**config.mk**
```make
export PLATFORM = sky130hd
export DESIGN_NAME = regfl_rdseq
export DESIGN_NICKNAME = d
export VERILOG_FILES = /design/src/rtl/regfl_rdseq.sv
export SDC_FILE = /design/constraint.sdc
export NUM_CORES = 1
export LEC_CHECK = 0
export BUFFER_PORTS_ARGS = -buffer_cell sky130_fd_sc_hd__buf_2
export CORE_AREA = 2 2 230 232
export DETAILED_ROUTE_END_ITERATION = 8
export DIE_AREA = 0 0 232 234
export PLACE_DENSITY = 0.4
export RECOVER_POWER = 100
export SYNTH_ARGS = -nofsm -noshare
export SYNTH_HDL_FRONTEND = slang
export SYNTH_SLANG_ARGS = --single-unit
```
**constraint.sdc**
```tcl
create_clock -name clk -period 3.5 [get_ports clk]
set_clock_uncertainty 0.2 [all_clocks]
set_input_delay 0.35 -clock clk [delete_from_list [all_inputs] [get_ports clk]]
set_output_delay 0.35 -clock clk [all_outputs]
set_load 0.005 [all_outputs]
```
**src/rtl/regfl_rdseq.sv**
```systemverilog
// ============================================================================
// regfl_rdseq : streams a run of consecutive register-file words over valid/ready
// Optional: REGFL_RDSEQ_PARITY_EN adds registered even-parity output rd_par
// Revision: 1.0
// ============================================================================
`default_nettype none

module regfl_rdseq #(
  parameter int NREG  = 8,
  parameter int WIDTH = 64,
  parameter int IW    = 3
) (
  input  logic                  clk,
  input  logic                  rst_b,
  input  logic                  start,
  input  logic [IW-1:0]         base,
  input  logic [IW:0]           cnt,
  input  logic [NREG*WIDTH-1:0] q_in,
  output logic [WIDTH-1:0]      rd_data,
  output logic [IW-1:0]         rd_idx,
  output logic                  rd_valid,
  input  logic                  rd_ready,
  output logic                  busy,
  output logic                  done
`ifdef REGFL_RDSEQ_PARITY_EN
  ,
  output logic                  rd_par
`endif
);

  localparam logic [IW:0] c_nreg = (IW+1)'(NREG);
  localparam logic [IW:0] c_one  = (IW+1)'(1);

  typedef enum logic [1:0] {
    IDLE = 2'd0,
    SEND = 2'd1,
    FIN  = 2'd2
  } state_t;

  state_t           r_state;
  state_t           w_state_nxt;
  logic [IW:0]      r_rem;
  logic [IW:0]      w_rem_nxt;
  logic [IW-1:0]    w_idx_nxt;
  logic             w_valid_nxt;
  logic             w_load;
  logic             w_xfer;
  logic [WIDTH-1:0] w_regs [NREG];

  // Register 0 sits in the most significant slice of the flattened bus.
  generate
    for (genvar gi = 0; gi < NREG; gi++) begin : g_unpack
      assign w_regs[gi] = q_in[NREG*WIDTH-1-gi*WIDTH -: WIDTH];
    end
  endgenerate

  assign w_xfer = rd_valid & rd_ready;

  always_comb begin
    w_state_nxt = r_state;
    w_rem_nxt   = r_rem;
    w_idx_nxt   = rd_idx;
    w_valid_nxt = rd_valid;
    w_load      = 1'b0;
    case (r_state)
      IDLE: begin
        if (start) begin
          w_state_nxt = SEND;
          w_load      = 1'b1;
          w_idx_nxt   = base;
          w_rem_nxt   = (cnt == '0) ? c_nreg : cnt;
          w_valid_nxt = 1'b1;
        end
      end
      SEND: begin
        if (w_xfer) begin
          if (r_rem > c_one) begin
            w_load    = 1'b1;
            w_idx_nxt = rd_idx + 1'b1;
            w_rem_nxt = r_rem - c_one;
          end else begin
            w_valid_nxt = 1'b0;
            w_state_nxt = FIN;
          end
        end
      end
      FIN: begin
        w_state_nxt = IDLE;
      end
      default: begin
        w_state_nxt = IDLE;
        w_valid_nxt = 1'b0;
      end
    endcase
  end

  always_ff @(posedge clk or negedge rst_b) begin
    if (!rst_b) begin
      r_state  <= IDLE;
      r_rem    <= '0;
      rd_idx   <= '0;
      rd_valid <= 1'b0;
    end else begin
      r_state  <= w_state_nxt;
      r_rem    <= w_rem_nxt;
      rd_idx   <= w_idx_nxt;
      rd_valid <= w_valid_nxt;
    end
  end

  // Words are picked from q_in only at the edge they are loaded; no run snapshot.
  always_ff @(posedge clk or negedge rst_b) begin
    if (!rst_b) begin
      rd_data <= '0;
    end else if (w_load) begin
      rd_data <= w_regs[w_idx_nxt];
    end
  end

`ifdef REGFL_RDSEQ_PARITY_EN
  always_ff @(posedge clk or negedge rst_b) begin
    if (!rst_b) begin
      rd_par <= 1'b0;
    end else if (w_load) begin
      rd_par <= ^w_regs[w_idx_nxt];
    end
  end
`endif

  assign busy = (r_state != IDLE);
  assign done = (r_state == FIN);

endmodule

`default_nettype wire

```
==> results_dict.tcl <==
set metrics [dict create \
    status "complete, but fails checks" \
    violations "max-capacitance violations, max-slew violations" \
    tns_ns 0 \
    grt_pass1_wl_um 75620 \
    cp_slowest_cell "clkbuf_4" \
    ys_ff_latch 74 \
    grtUsageTotal 0.1856 \
    finalHoldViolations 0 \
    nNetsFinal 2143 \
    dp_hpwl_um 38650 \
    maxCapViolCount 1 \
    crit_path_end_kind "flip-flop" \
    start_util 0.1518 \
    cpPeakStageDelay_ns 0.43 \
    drc 0 \
    critPathTopFamily "buffers and inverters" \
    num_vias 11740 \
    grt_setup_unrepaired "no" \
    seq_power_share 0.154 \
    synth-edff-count 0 \
    p_clk_frac 0.101 \
    ys_types 44 \
    place_congestion 0.9208 \
    overflow 0 \
    yosysSeqAreaShare 0.2345 \
    crit_buf_inv 3 \
    core_area_um2 52020 \
    synth_top_cells_by_area "dfrtp_1 (23%), and3_1 (20%), o21ai_0 (8.8%), a22oi_1 (6.2%), o211ai_1 (6.2%)" \
    drt.antenna.violating_nets 0 \
    drt-pass1-iter-count 7 \
    grt_max_degree 193 \
    relSlewSlack -0.2863 \
    synth_top_cell_area_share 0.2345 \
    post-route-min-period_ns 3.234 \
    area_growth_pct 50.54 \
    drt_first_iter_violations 869 \
    io-pin-count 593 \
    dp.cells 2292 \
    fp.dieArea_um2 54290 \
    wl_per_cell_um 22.84 \
    path_clk_slew_ns 0.07 \
    fillCellCount 5992 \
    cts_made_buffers 9 \
    fmax_mhz 309.2 \
    syn_avg_cell_area_um2 7.001 \
    cts_buffer_depth 2 \
    netlist_area_um2 7898 \
    p_leak_nw 5.915 \
    ys_async_sr_fraction 1.000 \
    crit_path_cell_trace "inv_1, ha_1, nor2_1, o2111ai_1, mux2i_1, clkbuf_1, and4_2, clkbuf_4, o21ai_0, nand4_1" \
    die_w_um 232 \
    grt_pass1_vias 11750 \
    htree_levels 3 \
    place.port_buffers 592 \
    chipHeight_um 234 \
    cellInternalPower_mw 5.035 \
    netlist_instances 1128 \
    cts_tree "yes" \
    crit_arrival_ns 3.35 \
    tightest_slew_ns 1.929 \
    p_sw_mw 5.924 \
    drive_gt1_frac 0.3668 \
    swShare 0.5406 \
    worst-setup-path-type "flip-flop to flip-flop" \
    power_density_nw_per_um2 921.8 \
    post_cts_resized 0 \
    layout_commonest_cell "buf_2" \
    yosysWarnings 0 \
    hold_path.class "input pin to flip-flop" \
    finalCritPeriodShare 0.9241 \
    clk_latency_ns 0.38 \
    cp_max_fo 33 \
    combPwrFrac 0.745 \
    antenna_found_initial 9 \
    root_buffer "clkbuf_16" \
    yosysTopAreaCell "dfrtp_1" \
    ir_worst_vdd_v 0.0006300 \
    slew_violations 63 \
    num_rows 84 \
    ys.flop_type "dfrtp_1" \
    critical_path_required_ns 3.61 \
    wl_um 53010 \
    startpoint_type "flip-flop" \
    routed_via_density 5.057 \
    setup_viol 0 \
    synth_fp_nets 1654 \
    stdcell_count 2321 \
    cts.sinks 74 \
    mostFrequentLayoutCells "buf_2 (531), and3_1 (256), o21ai_0 (140)" \
]
final timing paths:
path,from,to,slack [ns],cells after the start
max,r_rem[0],rd_data[49],0.27,10
min,q_in[312],rd_data[56],0.04,3
max reg2reg,r_rem[0],rd_data[49],0.27,10
min reg2reg,rd_data[19],rd_data[19],0.34,2
max in group asynchronous,rst_b,rd_data[32],0.63,3
min in group asynchronous,rst_b,rd_data[13],0.84,2
worst register-to-register path: stages (launching register included):
cell and delay (ns):
dfrtp_1 0.38, inv_1 0.09, ha_1 0.23, nor2_1 0.26, o2111ai_1 0.19, mux2i_1 0.21
clkbuf_1 0.31, and4_2 0.31, clkbuf_4 0.43, o21ai_0 0.38, nand4_1 0.18
synthesized netlist by cell type, drive strengths merged, types with 4 or more instances:
master,count
o22ai,64
dfrtp,74
inv,6
a22oi,65
nand4,64
or3,64
nand2,70
and3,257
nor3,4
clkbuf,110
a21oi,6
o211ai,65
nand2b,4
nor2,10
o21ai,195
buf,39
registers in the layout (all words and copies together), names as in the netlist:
register / cells
r_rem: 4
rd_data: 64
rd_idx: 3
r_state: 2
rd_valid: 1
metal layers:
| layer | track usage | routed length (um) |
|---|---|---|
| met4 | 0.07051 | 1464 |
| met2 | 0.3103 | 25980 |
| met1 | 0.2338 | 21810 |
| met3 | 0.03915 | 3740 |
| met5 | 0 | 13 |
what timing repair did:
action                    CTS  global route
hold buffers                2             0
hold endpoints to repair   62             0
buffers inserted            0             0
cell families (layout without fill, tap and decap cells):
group                      after synthesis  in the layout  synth area share
and+or+nand+nor                        487            487            0.3617
AOI/OAI and AO/OA                      406            406            0.3150
buffers and inverters                  155            649           0.08017
DFF                                     74             74            0.2345
adders and majority gates                3              3          0.004753
muxes                                    3              3          0.003961
other                                    0             11                 0
metrics by stage:
stage               cell area (um^2)  setup slack, ns  total power [mW]  hold WS, ns  utilization
finish                         11890           0.2657             10.96      0.03775       0.2285
global route                   11880           0.1188             11.76      0.02251       0.2283
CTS                            11970           0.3557             11.09     0.002410       0.2302
detailed placement             11630           0.3778             9.920       0.3247       0.2236
global placement               11630           0.4360             9.900       0.3222       0.2236
floorplan                       7898           0.9994             6.599      -0.1456            -
final cells by class:
class,instances,area [um^2],area share
antenna,11,27.53,0.002315
clock buffer,11,242.7,0.02042
clock inverter,5,77.57,0.006525
inverter,6,22.52,0.001894
multi-input combinational,899,5499,0.4625
sequential,74,1852,0.1558
tap,688,860.8,0.07241
timing repair buffer,627,3307,0.2782
power groups by stage:
stage          Clock [mW]  Sequential, mW  Combinational, mW
3_3_place_gp            0            1.68               8.22
5_1_grt              1.18            1.73               8.85
6_report             1.11            1.69               8.16
4_1_cts              1.15            1.67               8.26
2_1_floorplan           0            1.62               4.97
3_5_place_dp            0            1.68               8.24
Power figures use the tool's default switching activity.
